[src/rtl/fpnew_opgroup_ordered_dispatch_if.sv]
// ---------------------------------------------------------------------------
// fpnew_opgroup_ordered_dispatch_if
// Handshake and result bus between an opgroup, its NumSlices format slices
// and the downstream consumer.
//   upstream   : in_valid_i / in_ready_o / slice_sel_i
//   slice side : slice_in_valid_o / slice_in_ready_i (dispatch),
//                slice_out_valid_i / slice_out_ready_o (retire),
//                slice_result_i / slice_status_i / slice_ext_bit_i / slice_tag_i
//   downstream : out_valid_o / out_ready_i / result_o / status_o /
//                extension_bit_o / tag_o
// slave  : modport used by the dispatch controller.
// master : modport used by whatever drives the controller (opgroup, slices,
//          consumer).
// ---------------------------------------------------------------------------
interface fpnew_opgroup_ordered_dispatch_if #(
  parameter int unsigned NumSlices = 5,
  parameter int unsigned Width     = 32,
  parameter int unsigned TagWidth  = 8
);
  localparam int unsigned SelW = (NumSlices > 1) ? $clog2(NumSlices) : 1;

  logic                          in_valid_i;
  logic                          in_ready_o;
  logic [SelW-1:0]               slice_sel_i;

  logic [NumSlices-1:0]          slice_in_valid_o;
  logic [NumSlices-1:0]          slice_in_ready_i;
  logic [NumSlices-1:0]          slice_out_valid_i;
  logic [NumSlices-1:0]          slice_out_ready_o;
  logic [NumSlices*Width-1:0]    slice_result_i;
  logic [NumSlices*5-1:0]        slice_status_i;
  logic [NumSlices-1:0]          slice_ext_bit_i;
  logic [NumSlices*TagWidth-1:0] slice_tag_i;

  logic                          out_valid_o;
  logic                          out_ready_i;
  logic [Width-1:0]              result_o;
  logic [4:0]                    status_o;
  logic                          extension_bit_o;
  logic [TagWidth-1:0]           tag_o;

  modport slave (
    input  in_valid_i, slice_sel_i,
    input  slice_in_ready_i, slice_out_valid_i,
    input  slice_result_i, slice_status_i, slice_ext_bit_i, slice_tag_i,
    input  out_ready_i,
    output in_ready_o, slice_in_valid_o, slice_out_ready_o,
    output out_valid_o, result_o, status_o, extension_bit_o, tag_o
  );

  modport master (
    output in_valid_i, slice_sel_i,
    output slice_in_ready_i, slice_out_valid_i,
    output slice_result_i, slice_status_i, slice_ext_bit_i, slice_tag_i,
    output out_ready_i,
    input  in_ready_o, slice_in_valid_o, slice_out_ready_o,
    input  out_valid_o, result_o, status_o, extension_bit_o, tag_o
  );
endinterface

[src/rtl/fpnew_opgroup_ordered_dispatch.sv]
// ---------------------------------------------------------------------------
// fpnew_opgroup_ordered_dispatch
// Dispatch/retire controller between an opgroup input and NumSlices parallel
// format slices. Ops are routed to the slice named by slice_sel_i; up to
// MaxOutstanding accepted-but-not-retired ops are tracked. Results come back
// either in issue order (InOrder=1, order FIFO of slice indices) or
// round-robin with a grant lock (InOrder=0). All handshake and data paths are
// combinational (zero added latency); only tracking state is registered.
// Ports:
//   clk_i, rst_ni  clock, asynchronous active-low reset
//   flush_i        synchronous clear of all tracking state
//   bus            handshake/result bus (slave modport)
//   outstanding_o  ops currently in flight
//   busy_o         outstanding_o != 0
// ---------------------------------------------------------------------------
module fpnew_opgroup_ordered_dispatch #(
  parameter int unsigned NumSlices      = 5,
  parameter int unsigned Width          = 32,
  parameter int unsigned TagWidth       = 8,
  parameter int unsigned MaxOutstanding = 4,
  parameter bit          InOrder        = 1'b1
) (
  input  logic                                 clk_i,
  input  logic                                 rst_ni,
  input  logic                                 flush_i,
  fpnew_opgroup_ordered_dispatch_if.slave      bus,
  output logic [$clog2(MaxOutstanding+1)-1:0]  outstanding_o,
  output logic                                 busy_o
);
  localparam int unsigned SelW = (NumSlices > 1) ? $clog2(NumSlices) : 1;
  localparam int unsigned CntW = $clog2(MaxOutstanding + 1);

  logic [CntW-1:0] r_count;

  logic            w_sel_ok;
  logic            w_not_full;
  logic            w_empty;
  logic            w_accept;
  logic            w_retire;
  logic [SelW-1:0] w_grant;        // slice whose result is presented
  logic            w_grant_valid;  // that slice currently has a result
  logic            w_out_valid;
  logic            w_ready_en;

  // ---------------------------------------------------------------- dispatch
  assign w_sel_ok   = (32'(bus.slice_sel_i) < NumSlices);
  assign w_not_full = (r_count < CntW'(MaxOutstanding));
  assign w_empty    = (r_count == '0);

  // Ready never looks at in_valid_i and a same-cycle retire does not free a
  // slot, so there is no combinational path from the retire side to dispatch.
  assign bus.in_ready_o = !flush_i && w_not_full && w_sel_ok
                          && bus.slice_in_ready_i[bus.slice_sel_i];
  assign w_accept = bus.in_valid_i && bus.in_ready_o;

  always_comb begin
    // NOTE: every output of a combinational block gets a default first so no
    // path leaves it unassigned, which would infer a latch.
    bus.slice_in_valid_o = '0;
    for (int k = 0; k < int'(NumSlices); k++) begin
      bus.slice_in_valid_o[k] = bus.in_valid_i && !flush_i && w_not_full
                                && (bus.slice_sel_i == SelW'(k));
    end
  end

  // ------------------------------------------------------------ retire order
  if (InOrder) begin : g_in_order
    localparam int unsigned PtrW = (MaxOutstanding > 1) ? $clog2(MaxOutstanding) : 1;

    logic [SelW-1:0] r_fifo [MaxOutstanding];
    logic [PtrW-1:0] r_wr_ptr;
    logic [PtrW-1:0] r_rd_ptr;

    // Pointers wrap at MaxOutstanding, which need not be a power of two.
    function automatic logic [PtrW-1:0] ptr_inc(input logic [PtrW-1:0] p);
      return (p == PtrW'(MaxOutstanding - 1)) ? '0 : p + PtrW'(1);
    endfunction

    always_ff @(posedge clk_i or negedge rst_ni) begin
      // NOTE: sequential state uses non-blocking assignments so every
      // register samples pre-edge values regardless of block ordering.
      if (!rst_ni) begin
        r_wr_ptr <= '0;
        r_rd_ptr <= '0;
      end else if (flush_i) begin
        r_wr_ptr <= '0;
        r_rd_ptr <= '0;
      end else begin
        if (w_accept) r_wr_ptr <= ptr_inc(r_wr_ptr);
        if (w_retire) r_rd_ptr <= ptr_inc(r_rd_ptr);
      end
    end

    // NOTE: the order FIFO storage has no reset; an entry is only read after
    // it was written, and the pointers/count carry all validity information.
    always_ff @(posedge clk_i) begin
      if (w_accept) r_fifo[r_wr_ptr] <= bus.slice_sel_i;
    end

    // Only the head slice may retire; results from other slices wait.
    assign w_grant       = r_fifo[r_rd_ptr];
    assign w_grant_valid = bus.slice_out_valid_i[w_grant];
  end else begin : g_round_robin
    logic [SelW-1:0] r_rr_ptr;
    logic            r_lock;
    logic [SelW-1:0] r_lock_idx;
    logic [SelW-1:0] w_rr_idx;

    // First valid slice at or after r_rr_ptr, wrapping. Scanning from the far
    // end and overwriting leaves the nearest hit.
    always_comb begin : p_rr_pick
      int j;
      w_rr_idx = r_rr_ptr;
      j        = 0;
      for (int k = int'(NumSlices) - 1; k >= 0; k--) begin
        j = int'(r_rr_ptr) + k;
        if (j >= int'(NumSlices)) j = j - int'(NumSlices);
        if (bus.slice_out_valid_i[SelW'(j)]) w_rr_idx = SelW'(j);
      end
    end

    // Once a result is offered it must stay offered until taken, so the grant
    // is frozen while a presented result waits for out_ready_i.
    assign w_grant       = r_lock ? r_lock_idx : w_rr_idx;
    assign w_grant_valid = r_lock ? bus.slice_out_valid_i[r_lock_idx]
                                  : |bus.slice_out_valid_i;

    always_ff @(posedge clk_i or negedge rst_ni) begin
      if (!rst_ni) begin
        r_rr_ptr   <= '0;
        r_lock     <= 1'b0;
        r_lock_idx <= '0;
      end else if (flush_i) begin
        r_rr_ptr   <= '0;
        r_lock     <= 1'b0;
      end else if (w_retire) begin
        r_rr_ptr   <= (w_grant == SelW'(NumSlices - 1)) ? '0 : w_grant + SelW'(1);
        r_lock     <= 1'b0;
      end else if (w_out_valid) begin
        r_lock     <= 1'b1;
        r_lock_idx <= w_grant;
      end
    end
  end

  // --------------------------------------------------------------- retire
  assign w_out_valid     = !flush_i && !w_empty && w_grant_valid;
  assign bus.out_valid_o = w_out_valid;
  assign w_retire        = w_out_valid && bus.out_ready_i;

  // In order: the head slice sees ready whenever the consumer is ready.
  // Round robin: only the slice actually presenting a result sees ready.
  assign w_ready_en = InOrder ? (bus.out_ready_i && !w_empty && !flush_i)
                              : (bus.out_ready_i && w_out_valid);

  always_comb begin
    bus.slice_out_ready_o          = '0;
    bus.slice_out_ready_o[w_grant] = w_ready_en;
  end

  always_comb begin
    bus.result_o        = '0;
    bus.status_o        = '0;
    bus.extension_bit_o = 1'b0;
    bus.tag_o           = '0;
    if (w_out_valid) begin
      bus.result_o        = bus.slice_result_i[int'(w_grant)*Width +: Width];
      bus.status_o        = bus.slice_status_i[int'(w_grant)*5 +: 5];
      bus.extension_bit_o = bus.slice_ext_bit_i[w_grant];
      bus.tag_o           = bus.slice_tag_i[int'(w_grant)*TagWidth +: TagWidth];
    end
  end

  // ---------------------------------------------------------- occupancy
  always_ff @(posedge clk_i or negedge rst_ni) begin
    if (!rst_ni) begin
      r_count <= '0;
    end else if (flush_i) begin
      r_count <= '0;
    end else if (w_accept && !w_retire) begin
      r_count <= r_count + CntW'(1);
    end else if (w_retire && !w_accept) begin
      r_count <= r_count - CntW'(1);
    end
  end

  assign outstanding_o = r_count;
  assign busy_o        = !w_empty;

`ifndef SYNTHESIS
  // A slice can only hold a result for an op this block accepted.
  a_no_result_when_empty : assert property (
    @(posedge clk_i) disable iff (!rst_ni)
      (r_count == '0) |-> !(|bus.slice_out_valid_i)
  );
`endif
endmodule

[src/flat_wrapper.sv]
// flat-port wrapper written by rule: the top's interface ports become plain ports
module fpnew_opgroup_ordered_dispatch_flat 
#(
  parameter int unsigned NumSlices      = 5,
  parameter int unsigned Width          = 32,
  parameter int unsigned TagWidth       = 8,
  parameter int unsigned MaxOutstanding = 4,
  parameter bit          InOrder        = 1'b1
)
  (clk_i, rst_ni, flush_i, outstanding_o, busy_o, bus_in_valid_i, bus_slice_sel_i, bus_slice_in_ready_i, bus_slice_out_valid_i, bus_slice_result_i, bus_slice_status_i, bus_slice_ext_bit_i, bus_slice_tag_i, bus_out_ready_i, bus_in_ready_o, bus_slice_in_valid_o, bus_slice_out_ready_o, bus_out_valid_o, bus_result_o, bus_status_o, bus_extension_bit_o, bus_tag_o);
  fpnew_opgroup_ordered_dispatch_if #(.NumSlices(NumSlices), .Width(Width), .TagWidth(TagWidth)) bus_i ();
  input  logic clk_i;
  input  logic rst_ni;
  input  logic flush_i;
  output logic [$clog2(MaxOutstanding+1)-1:0] outstanding_o;
  output logic busy_o;
  input wire logic [$bits(bus_i.in_valid_i)-1:0] bus_in_valid_i;
  input wire logic [$bits(bus_i.slice_sel_i)-1:0] bus_slice_sel_i;
  input wire logic [$bits(bus_i.slice_in_ready_i)-1:0] bus_slice_in_ready_i;
  input wire logic [$bits(bus_i.slice_out_valid_i)-1:0] bus_slice_out_valid_i;
  input wire logic [$bits(bus_i.slice_result_i)-1:0] bus_slice_result_i;
  input wire logic [$bits(bus_i.slice_status_i)-1:0] bus_slice_status_i;
  input wire logic [$bits(bus_i.slice_ext_bit_i)-1:0] bus_slice_ext_bit_i;
  input wire logic [$bits(bus_i.slice_tag_i)-1:0] bus_slice_tag_i;
  input wire logic [$bits(bus_i.out_ready_i)-1:0] bus_out_ready_i;
  output wire logic [$bits(bus_i.in_ready_o)-1:0] bus_in_ready_o;
  output wire logic [$bits(bus_i.slice_in_valid_o)-1:0] bus_slice_in_valid_o;
  output wire logic [$bits(bus_i.slice_out_ready_o)-1:0] bus_slice_out_ready_o;
  output wire logic [$bits(bus_i.out_valid_o)-1:0] bus_out_valid_o;
  output wire logic [$bits(bus_i.result_o)-1:0] bus_result_o;
  output wire logic [$bits(bus_i.status_o)-1:0] bus_status_o;
  output wire logic [$bits(bus_i.extension_bit_o)-1:0] bus_extension_bit_o;
  output wire logic [$bits(bus_i.tag_o)-1:0] bus_tag_o;
  assign bus_i.in_valid_i = bus_in_valid_i;
  assign bus_i.slice_sel_i = bus_slice_sel_i;
  assign bus_i.slice_in_ready_i = bus_slice_in_ready_i;
  assign bus_i.slice_out_valid_i = bus_slice_out_valid_i;
  assign bus_i.slice_result_i = bus_slice_result_i;
  assign bus_i.slice_status_i = bus_slice_status_i;
  assign bus_i.slice_ext_bit_i = bus_slice_ext_bit_i;
  assign bus_i.slice_tag_i = bus_slice_tag_i;
  assign bus_i.out_ready_i = bus_out_ready_i;
  assign bus_in_ready_o = bus_i.in_ready_o;
  assign bus_slice_in_valid_o = bus_i.slice_in_valid_o;
  assign bus_slice_out_ready_o = bus_i.slice_out_ready_o;
  assign bus_out_valid_o = bus_i.out_valid_o;
  assign bus_result_o = bus_i.result_o;
  assign bus_status_o = bus_i.status_o;
  assign bus_extension_bit_o = bus_i.extension_bit_o;
  assign bus_tag_o = bus_i.tag_o;
  fpnew_opgroup_ordered_dispatch #(.NumSlices(NumSlices), .Width(Width), .TagWidth(TagWidth), .MaxOutstanding(MaxOutstanding), .InOrder(InOrder)) u_core (.clk_i(clk_i), .rst_ni(rst_ni), .flush_i(flush_i), .bus(bus_i), .outstanding_o(outstanding_o), .busy_o(busy_o));
endmodule
[config.mk]
export PLATFORM = sky130hd
export DESIGN_NAME = fpnew_opgroup_ordered_dispatch_flat
export DESIGN_NICKNAME = d
export VERILOG_FILES = /design/src/rtl/fpnew_opgroup_ordered_dispatch_if.sv /design/src/rtl/fpnew_opgroup_ordered_dispatch.sv /design/src/flat_wrapper.sv
export SDC_FILE = /design/constraint.sdc
export NUM_CORES = 1
export LEC_CHECK = 0
export ABC_AREA = 1
export CORE_AREA = 3 3 118 120
export CTS_CLUSTER_SIZE = 8
export DETAILED_ROUTE_END_ITERATION = 8
export DIE_AREA = 0 0 121 123
export GPL_ROUTABILITY_DRIVEN = 0
export HOLD_SLACK_MARGIN = 0.1
export PLACE_DENSITY = 0.68
export SKIP_CTS_REPAIR_TIMING = 1
export SYNTH_ARGS = -nofsm -noshare
export SYNTH_HDL_FRONTEND = slang
export SYNTH_SLANG_ARGS = --single-unit
export TNS_END_PERCENT = 10
[constraint.sdc]
create_clock -name clk_i -period 3.3 [get_ports clk_i]
set_input_delay 0.66 -clock clk_i [delete_from_list [all_inputs] [get_ports clk_i]]
set_output_delay 0.66 -clock clk_i [all_outputs]
set_load 0.01 [all_outputs]
==> flow_summary.json, run 1 <==
{
  "rsz0062_at_grt": "true",
  "crit_start": "u_core.g_in_order.r_rd_ptr[0]$_DFFE_PN0P_",
  "cts.root.buffer_cell": "clkbuf_16",
  "syn_inst": 479,
  "synthTopCellsByArea": "nand2_1 16%, a32o_1 15%, edfxtp_1 11%",
  "crit_path_frequent_cell": "nand3_1",
  "core_area_sq_mm": 0.0131,
  "rows": 42,
  "ir_drop_v": 0.000324,
  "end_kind": "output port",
  "synth.top_cell.area_share": 0.164,
  "die_area_sq_mm": 0.0149,
  "n_antenna_cell": 0,
  "setup_viol": 0,
  "cap_violations": 0,
  "dp_hpwl_mm": 13.6,
  "clock_latency_ps": 250,
  "yosys_warnings": 0,
  "min-delay-start": "u_core.outstanding_o[1]$_DFFE_PN0P_",
  "slowest_stage": "clkdlybuf4s50_1",
  "hold_viol": 0,
  "layout.nets": 1018,
  "crit_path_max_fanout": 26,
  "final-max-slew-violation-count": 0,
  "drcViolationCount": 0,
  "crit_type": "register to output port",
  "grt_start_max_net_pins": 54,
  "io_pins": 310,
  "drtAntennaViolNets": 0,
  "htreeDepth": 1,
  "tritoncts": "yes",
  "dr_total_vias": 4886,
  "final.setup.tns_ps": 0,
  "leakagePower_nw": 3.22,
  "p_per_area_mw_per_mm2": 324,
  "antenna_found_initial": 0,
  "grt_pass1_vias": 4538,
  "dr.first_iter.drc_count": 563,
  "firstDrtPassIters": 5,
  "cts_buffers": 3,
  "outcome": "finished clean",
  "path_buf_inv": 3,
  "drive_gt1_frac": 0.0931,
  "cp.required_ps": 2640,
  "ys_seq_area_frac": 0.169,
  "cpPeakStageDelay_ps": 580,
  "synth.largest_area_cell": "nand2_1",
  "fin_crit_sh": 0.977,
  "clockBufferDepth": 2,
  "post_drt_wl_per_cell_um": 19.1,
  "clock-sinks": 19,
  "fin_skew_ps": 4.17,
  "syn_area_per_cell_sq_um": 6.60,
  "grt_usage": 0.214,
  "io_buffers": 309,
  "syn_area_sq_mm": 0.00316,
  "hold_slack_ps": 554,
  "hp-class": "register to register",
  "clk_transition_reported_paths_ps": 60,
  "worstMarginPinSlew_ps": 555,
  "r2r-start": "u_core.g_in_order.r_rd_ptr[1]$_DFFE_PN0P_",
  "final_util": 0.508,
  "fmax_mhz": 310,
  "die_w_um": 121,
  "fin_crit_ps": 3230,
  "area_growth_syn_to_layout_pct": 110,
  "synth_nets": 733,
  "overflow": 0,
  "via_per_inst": 5.20,
  "grt_pass1_wl_mm": 25.6,
  "yosys.cell_types.count": 27,
  "initial_core_util": 0.242,
  "startpoint_type": "register",
  "cp_data_arrival_time_ps": 2570,
  "routed_wl_mm": 17.9,
  "synth_seq_cells": 19,
  "relSlewSlack": 0.630,
  "crit_chain": "inv_4, nand2_1, nand3_1, nand2_2, buf_4, nand3_1, a32o_1, nor3_1, clkdlybuf4s50_1",
  "cp_top_family": "buffers and inverters",
  "die_height_um": 123
}
cell families after synthesis:
| logic type | after synthesis | share of synthesized area |
|---|---|---|
| fa+ha+maj | 6 | 0.0261 |
| flops | 19 | 0.169 |
| buf+inv | 74 | 0.114 |
| compound gates | 99 | 0.248 |
| simple gates | 280 | 0.439 |
| xor+xnor | 1 | 0.00277 |
metal layers:
| metal | GRT usage | part of all wire |
|---|---|---|
| met1 | 0.273 | 0.39 |
| met2 | 0.385 | 0.51 |
| met3 | 0.0238 | 0.075 |
| met4 | 0.0517 | 0.026 |
| met5 | 0 | 0 |
worst paths after layout:
kind	end	cells past startpoint	slack, ps
max in group asynchronous	u_core.g_in_order.r_rd_ptr[0]$_DFFE_PN0P_	1	2310
worst max-delay path	bus_status_o[0]	9	70
worst min register to register	u_core.outstanding_o[1]$_DFFE_PN0P_	2	550
min in group asynchronous	u_core.g_in_order.r_wr_ptr[0]$_DFFE_PN0P_	1	690
worst min-delay path	u_core.outstanding_o[1]$_DFFE_PN0P_	2	550
worst max register to register	u_core.outstanding_o[2]$_DFFE_PN0P_	16	760
final cells by class:
cell class              count  area, sq um
clock inverters             1         7.51
inverters                  28          108
well taps                 176          220
fillers                  1212         6440
flip-flops and latches     19          537
repair buffers            326         3410
multi-input cells         386         2290
clock buffers               3         75.1
registers in the layout, summed over array words and instances, names as in the netlist:
signal                      count
u_core.g_in_order.r_wr_ptr      2
u_core.outstanding_o            3
u_core.g_in_order.r_rd_ptr      2
u_core.g_in_order.r_fifo       12
power by group:
group	internal, mW	leakage [nW]	switching [mW]
Combinational	0.772	2.98	0.838
Sequential	0.270	0.202	0.0195
Clock	0.164	0.0371	0.0884
Total	1.21	3.22	0.946
Yosys cell counts, drive strengths merged:
cell / n
fa: 1
a32o: 46
clkinv: 1
o22ai: 46
inv: 27
nand4: 7
nand2: 142
nor3: 52
nor4: 1
a21boi: 1
nor2: 17
buf: 32
nand3: 61
dfrtp: 7
edfxtp: 12
clkbuf: 14
xnor2: 1
o21ai: 6
ha: 5
through the flow:
stage | instance area, sq um | cells | power, mW | setup slack, ps
after detailed placement | 6440 | 935 | 1.89 | -16.4
after CTS | 6520 | 939 | 2.16 | -103
after floorplan | 3160 | 479 | 1.18 | 920
final | 6650 | 939 | 2.15 | 74.9
after global placement | 6440 | 935 | 1.88 | 80.7
after global routing | 6650 | 939 | 2.28 | -78.8
cell usage in the layout, fill, tap and decap left out:
master / count
nand2_2: 5
nand2_4: 1
fa_1: 1
nand3_1: 57
nor2_2: 1
clkinv_1: 1
buf_4: 10
o22ai_1: 46
a32o_1: 46
dfrtp_2: 1
inv_4: 1
dfrtp_1: 6
dlymetal6s2s_1: 45
inv_2: 6
edfxtp_1: 12
nor4_1: 1
a21boi_0: 1
nand4_1: 7
buf_12: 6
nor3_1: 22
nor2_1: 15
ha_1: 5
o21ai_0: 6
clkbuf_16: 3
nand3_2: 4
nor3_2: 30
inv_1: 20
nor2_4: 1
xnor2_1: 1
clkdlybuf4s50_1: 264
nand2_1: 136
clkinvlp_4: 1
buf_6: 1
worst reg2reg max path, stage by stage (launching register included):
cell and delay [ps]:
dfrtp_1 470, inv_2 140, nand3_2 120, nand2_4 140, inv_2 70, nand3_2 110, nor2_2 60, nor2_4 120
nand3_1 130, nand2_2 140, inv_1 60, fa_1 370, xnor2_1 220, inv_1 90, nand2_1 70, nand3_1 80
nand2_1 70
Power figures use the tool's default switching activity.
==> run 2, diff against run 1 <==
- ABC_AREA: 1 -> not set
==> run 2 against run 1 <==
  * The run now ends with setup timing left
  * Setup slack got worse by 180 ps
  * Via count rose by 6.1%
  * Non-clock buffer count increased by 21
  * Total power fell by 45%
  * Maximum frequency fell by 5.2%
  * Worst hold slack better by 20 ps
==> flow_summary.json, run 2 <==
{
  "outcome": "finished with violations",
  "violations": "setup timing",
  "syn_inst": 492,
  "cpPeakStageDelay_ps": 710,
  "crit_path_max_fanout": 7,
  "p_comb_frac": 0.567,
  "core_area_sq_mm": 0.0131,
  "fmax_mhz": 294,
  "crit_chain": "mux4_4, a21o_1, a221o_2, and4b_4, clkbuf_16, and3_1, buf_2",
  "relSlewSlack": 0.487,
  "fin_skew_ps": 1.67,
  "layout_commonest_cell": "clkdlybuf4s50_1",
  "fin_ws_ps": -102,
  "cts.root.buffer_cell": "clkbuf_16",
  "switching_share": 0.291,
  "htreeDepth": 1,
  "cp.required_ps": 2640,
  "r2r-start": "u_core.g_in_order.r_fifo[0][0]$_DFFE_PP_",
  "wl_met1_mm": 7.37,
  "power.share.sequential": 0.225,
  "yosys_warnings": 0,
  "synth.top_cell.area_share": 0.115,
  "die_height_um": 123,
  "n_antenna_cell": 0,
  "ys_seq_area_frac": 0.165,
  "area_growth_syn_to_layout_pct": 106,
  "synth_nets": 746,
  "cts_buffers": 3,
  "syn_area_sq_mm": 0.00324,
  "io_pins": 310,
  "final_cell_mix": "262 x clkdlybuf4s50_1, 99 x nand2_1, 51 x a21oi_1, 50 x nand3_1, 47 x a22oi_1",
  "power.internal_mw": 0.832,
  "crit_end": "bus_result_o[30]",
  "setup_viol": 46,
  "worstMarginPinSlew_ps": 770,
  "grt_pass1_vias": 5122,
  "clockPowerShare": 0.208,
  "rows": 42,
  "fin_crit_sh": 1.03,
  "synthArstFlopShare": 0.368,
  "syn_area_per_cell_sq_um": 6.58,
  "hold_viol": 0,
  "clockBufferDepth": 2,
  "die_area_sq_mm": 0.0149,
  "leakagePower_nw": 2.76,
  "ir_drop_v": 0.000213,
  "fin_crit_ps": 3400,
  "routed_wl_mm": 18.9,
  "ff2ff_setup_slack_ps": 40,
  "power.switching_mw": 0.342,
  "rsz0062_at_grt": "true",
  "grt_start_max_net_pins": 128,
  "end_kind": "output port",
  "dr.first_iter.drc_count": 405,
  "antenna_found_initial": 0,
  "final-max-slew-violation-count": 0,
  "routed-wl-met2_mm": 9.60,
  "initial_core_util": 0.247,
  "reg2reg_depth": 11,
  "cp_data_arrival_time_ps": 2740,
  "crit_start": "u_core.g_in_order.r_fifo[0][0]$_DFFE_PP_",
  "synth_most_common_cell": "nand2_1",
  "io_buffers": 309,
  "slowest_stage": "mux4_4",
  "firstDrtPassIters": 5,
  "grt_usage": 0.223,
  "post_drt_wl_per_cell_um": 19.6,
  "clock_latency_ps": 250,
  "synthTopCellsByArea": "nand2_1 11%, edfxtp_1 11%, a22oi_1 11%",
  "tritoncts": "yes",
  "power_mw": 1.17,
  "dr_wl_met3_mm": 1.48,
  "drcViolationCount": 0,
  "dp_hpwl_mm": 13.9,
  "clk_transition_reported_paths_ps": 50,
  "pre_cts_slack_ps": -231,
  "clock-sinks": 19,
  "p_per_area_mw_per_mm2": 176,
  "yosys.cell_types.count": 43,
  "layout.nets": 1044,
  "via_per_inst": 5.37,
  "grt_pass1_wl_mm": 26.8,
  "synth_edf_count": 12,
  "top_register": "u_core.g_in_order.r_fifo",
  "startpoint_type": "register",
  "die_w_um": 121,
  "drive_gt1_frac": 0.136,
  "dr_total_vias": 5183,
  "fillers": 1227,
  "synth_flop_cell": "edfxtp_1",
  "maxUsedRoutingLayer": "met4",
  "largest_reg_flops": 12,
  "hp-class": "register to register",
  "synth.largest_area_cell": "nand2_1",
  "crit_type": "register to output port",
  "synth_commonest_cells": "99 x nand2_1, 51 x a21oi_1, 50 x nand3_1",
  "synth_seq_cells": 19,
  "cap_violations": 0,
  "reg2reg_to": "u_core.outstanding_o[1]$_DFFE_PN0P_",
  "overflow": 0,
  "drtAntennaViolNets": 0
}
-- run 2: cell count changes after synthesis, moves of 6 or more --
cell      before  now
clkbuf_1      14   40
nor3_2        29    0
buf_2         22    5
a22oi_1        0   47
a21oi_1        0   51
buf_4          6    0
inv_1         21    7
and3_1         0   46
nor3_1        23    4
nand3_1       58   50
mux2i_1        0    6
nand2_1      138   99
a32o_1        46    0
-- run 2: per-layer routing --
layer / up-vias / track usage
met4: 0 / 0.0602
met1: 2452 / 0.269
li1: 2441 / -
met5: - / 0
met3: 34 / 0.0444
met2: 256 / 0.405
-- run 2: worst min path at each step --
| stage | startpoint | to | slack, ps | cells after the start |
|---|---|---|---|---|
| floorplan | rst_ni | u_core.g_in_order.r_rd_ptr[0]$_DFFE_PN0P_ | 360 | 0 |
| global placement | u_core.g_in_order.r_wr_ptr[1]$_DFFE_PN0P_ | u_core.g_in_order.r_wr_ptr[1]$_DFFE_PN0P_ | 550 | 2 |
| detailed placement | u_core.g_in_order.r_wr_ptr[1]$_DFFE_PN0P_ | u_core.g_in_order.r_wr_ptr[1]$_DFFE_PN0P_ | 570 | 2 |
| CTS | u_core.g_in_order.r_wr_ptr[1]$_DFFE_PN0P_ | u_core.g_in_order.r_wr_ptr[1]$_DFFE_PN0P_ | 570 | 2 |
| global route | u_core.g_in_order.r_wr_ptr[1]$_DFFE_PN0P_ | u_core.g_in_order.r_wr_ptr[1]$_DFFE_PN0P_ | 610 | 2 |
| finish | u_core.g_in_order.r_wr_ptr[1]$_DFFE_PN0P_ | u_core.g_in_order.r_wr_ptr[1]$_DFFE_PN0P_ | 570 | 2 |
-- run 2: kinds of logic after synthesis --
family / count (synthesis) / share of synthesized area
compound gates: 157 / 0.309
mux: 13 / 0.0568
simple gates: 236 / 0.356
buf+inv: 61 / 0.0870
fa+ha+maj: 6 / 0.0255
flops: 19 / 0.165
-- run 2: critical path: cells and delay by family, from the launching register on --
kind                   cells  cell delay, ps
buffers and inverters      2             320
DFF                        1             420
and+or+nand+nor            2             430
AOI/OAI and AO/OA          2             600
muxes                      1             710
-- run 2: stage by stage --
step / util / setup TNS, ps / instances / hold slack (ps) / area (sq um)
after floorplan: - / 0 / 492 / 364 / 3240
after global placement: 0.504 / -4820 / 952 / 549 / 6590
after detailed placement: 0.504 / -7710 / 952 / 567 / 6590
after CTS: 0.510 / -19750 / 956 / 575 / 6680
after global routing: 0.509 / -6490 / 965 / 613 / 6660
final: 0.509 / -3200 / 965 / 575 / 6660
-- run 2: power groups by stage --
stage,clock network [mW],registers [mW],logic [mW]
final,0.244,0.264,0.666
after global routing,0.265,0.265,0.717
after CTS,0.249,0.264,0.652
after detailed placement,0,0.268,0.648
after global placement,0,0.268,0.637
after floorplan,0,0.268,0.228
-- run 2: area by class of cell --
class / count / area (sq um) / share of cell area
sequential: 19 / 536 / 0.0804
clock buffer: 3 / 75.1 / 0.0113
multi-input combinational: 412 / 2480 / 0.373
inverter: 7 / 26.3 / 0.00395
clock inverter: 1 / 7.51 / 0.00113
timing repair buffer: 347 / 3310 / 0.497
tap: 176 / 220 / 0.0331
==> run 3, diff against run 2 <==
- CORE_AREA: 3 3 118 120 -> 4 4 119 121
- DIE_AREA: 0 0 121 123 -> 0 0 123 125
==> run 3 against run 2 <==
  * The run now ends clean
  * Combinational power decreased by 0.6%
  * Clock power increased by 2%
  * Setup slack improved by 110 ps
  * Clock-buffer cell count is the same
  * Global-route usage fell by 0.21 points
  * Largest cell class unchanged
  * First-iteration DRC count fell by 5.2%
  * Via count decreased by 1.3%
  * Critical path depth did not move
  * Non-clock buffer count up 3
  * Sequential cell count is the same
  * Largest power group unchanged
  * Register-to-register slack better by 20 ps
  * Wire length fell by 0.68%
==> flow_summary.json, run 3 (same netlist as run 2, synthesis figures left out) <==
{
  "routed_wl_mm": 18.8,
  "final.setup.tns_ps": 0,
  "drtAntennaViolNets": 0,
  "power_mw": 1.17,
  "cp.required_ps": 2640,
  "n_antenna_cell": 0,
  "fin_crit_sh": 0.997,
  "die_w_um": 123,
  "via_per_inst": 5.29,
  "worstMarginPinSlew_ps": 661,
  "overflow": 0,
  "hold_viol": 0,
  "fin_crit_ps": 3290,
  "clockBufferDepth": 2,
  "final_cell_mix": "258 x clkdlybuf4s50_1, 99 x nand2_1, 51 x a21oi_1, 50 x nand3_1, 47 x a22oi_1",
  "cap_violations": 0,
  "grt_start_max_net_pins": 113,
  "fin_ws_ps": 10.6,
  "hp-class": "register to register",
  "initial_core_util": 0.247,
  "drive_gt1_frac": 0.119,
  "clk_transition_reported_paths_ps": 60,
  "io_pins": 310,
  "post_drt_wl_per_cell_um": 19.4,
  "p_per_area_mw_per_mm2": 174,
  "cts.root.buffer_cell": "clkbuf_16",
  "dr_total_vias": 5118,
  "clock-sinks": 19,
  "ff2ff_setup_slack_ps": 60,
  "firstDrtPassIters": 5,
  "final-max-slew-violation-count": 0,
  "rows": 42,
  "io_buffers": 309,
  "tritoncts": "yes",
  "fmax_mhz": 304,
  "crit_chain": "mux4_4, nor3b_2, a221o_2, and4b_4, buf_6, and3_1, dlymetal6s2s_1",
  "p_comb_frac": 0.564,
  "setup_viol": 0,
  "area_growth_syn_to_layout_pct": 108,
  "cp_top_family": "simple AND/OR/NAND/NOR gates",
  "crit_path_max_fanout": 14,
  "fin_cells": 968,
  "outcome": "finished clean",
  "switching_share": 0.293,
  "power.switching_mw": 0.344,
  "cp_data_arrival_time_ps": 2630,
  "relSlewSlack": 0.560,
  "die_area_sq_mm": 0.0154,
  "power.internal_mw": 0.830,
  "fin_skew_ps": 2.78,
  "die_height_um": 125,
  "pre_cts_slack_ps": -135,
  "crit_type": "register to output port",
  "grt_pass1_wl_mm": 27.6,
  "grt_usage": 0.221,
  "cpPeakStageDelay_ps": 710,
  "path_buf_inv": 2,
  "cts_buffers": 3,
  "final_util": 0.515,
  "drcViolationCount": 0,
  "layout_commonest_cell": "clkdlybuf4s50_1",
  "core_area_sq_mm": 0.0131,
  "power.share.sequential": 0.225,
  "slowest_stage": "mux4_4",
  "end_kind": "output port",
  "dr.first_iter.drc_count": 384,
  "antenna_found_initial": 0,
  "largest_reg_flops": 12,
  "leakagePower_nw": 3.10,
  "ir_drop_v": 0.000205,
  "top_register": "u_core.g_in_order.r_fifo",
  "startpoint_type": "register",
  "grt_pass1_vias": 5113,
  "rsz0062_at_grt": "true",
  "placed_cells": 954,
  "clock_latency_ps": 250,
  "clockPowerShare": 0.211,
  "dp_hpwl_mm": 14.3,
  "layout.nets": 1047,
  "htreeDepth": 1
}
## run 3: cell types whose count changed in the layout (fill, tap and decap cells not counted), moves of 2 or more
cell,change
buf_6,-3
clkbuf_2,-9
and3_4,-2
buf_2,-6
dlymetal6s2s_1,+20
clkdlybuf4s50_1,-4
and3_1,+2
buf_4,+9
buf_12,-3
## run 3: worst paths after layout
kind / start / cells after the start / to
min: u_core.g_in_order.r_wr_ptr[1]$_DFFE_PN0P_ / 2 / u_core.g_in_order.r_wr_ptr[1]$_DFFE_PN0P_
min in group asynchronous: rst_ni / 1 / u_core.g_in_order.r_wr_ptr[0]$_DFFE_PN0P_
max: u_core.g_in_order.r_rd_ptr[0]$_DFFE_PN0P_ / 7 / bus_tag_o[5]
max reg2reg: u_core.g_in_order.r_rd_ptr[0]$_DFFE_PN0P_ / 13 / u_core.outstanding_o[1]$_DFFE_PN0P_
min reg2reg: u_core.g_in_order.r_wr_ptr[1]$_DFFE_PN0P_ / 2 / u_core.g_in_order.r_wr_ptr[1]$_DFFE_PN0P_
max in group asynchronous: rst_ni / 1 / u_core.g_in_order.r_rd_ptr[0]$_DFFE_PN0P_
## run 3: layout make-up
class | count | area (sq um)
Clock buffer | 3 | 75.1
Clock inverter | 1 | 7.51
Fill cell | 1239 | 6350
Inverter | 7 | 26.3
Multi-Input combinational cell | 412 | 2480
Sequential cell | 19 | 536
Tap cell | 176 | 220
Timing Repair Buffer | 350 | 3400
## run 3: worst reg2reg max path: cells and delay by family (launching register included)
kind,cells,cell delay (ps)
DFF,1,370
adders and majority gates,1,430
AOI/OAI and AO/OA,2,600
and+or+nand+nor,6,760
muxes,1,570
buffers and inverters,3,430
## run 3: per-layer routing
| layer | global-route usage | wire length [um] | vias to the layer above |
|---|---|---|---|
| met5 | 0 | 0 | - |
| met4 | 0.0599 | 504 | 0 |
| met3 | 0.0416 | 1700 | 36 |
| met2 | 0.396 | 9430 | 278 |
| met1 | 0.268 | 7150 | 2348 |
| li1 | - | - | 2456 |
## run 3: per-stage QoR
step           hold WS (ps)  instance area, sq um
6_report                575                  6740
5_1_grt                 608                  6740
4_1_cts                 580                  6670
3_5_place_dp            572                  6580
3_3_place_gp            552                  6580
2_1_floorplan           364                  3240
## run 3: power by group through the flow
| stage | Combinational (mW) | Clock, mW | Sequential, mW |
|---|---|---|---|
| floorplan | 0.228 | 0 | 0.268 |
| global placement | 0.641 | 0 | 0.268 |
| detailed placement | 0.650 | 0 | 0.268 |
| CTS | 0.654 | 0.250 | 0.264 |
| global route | 0.714 | 0.266 | 0.264 |
| finish | 0.662 | 0.248 | 0.264 |
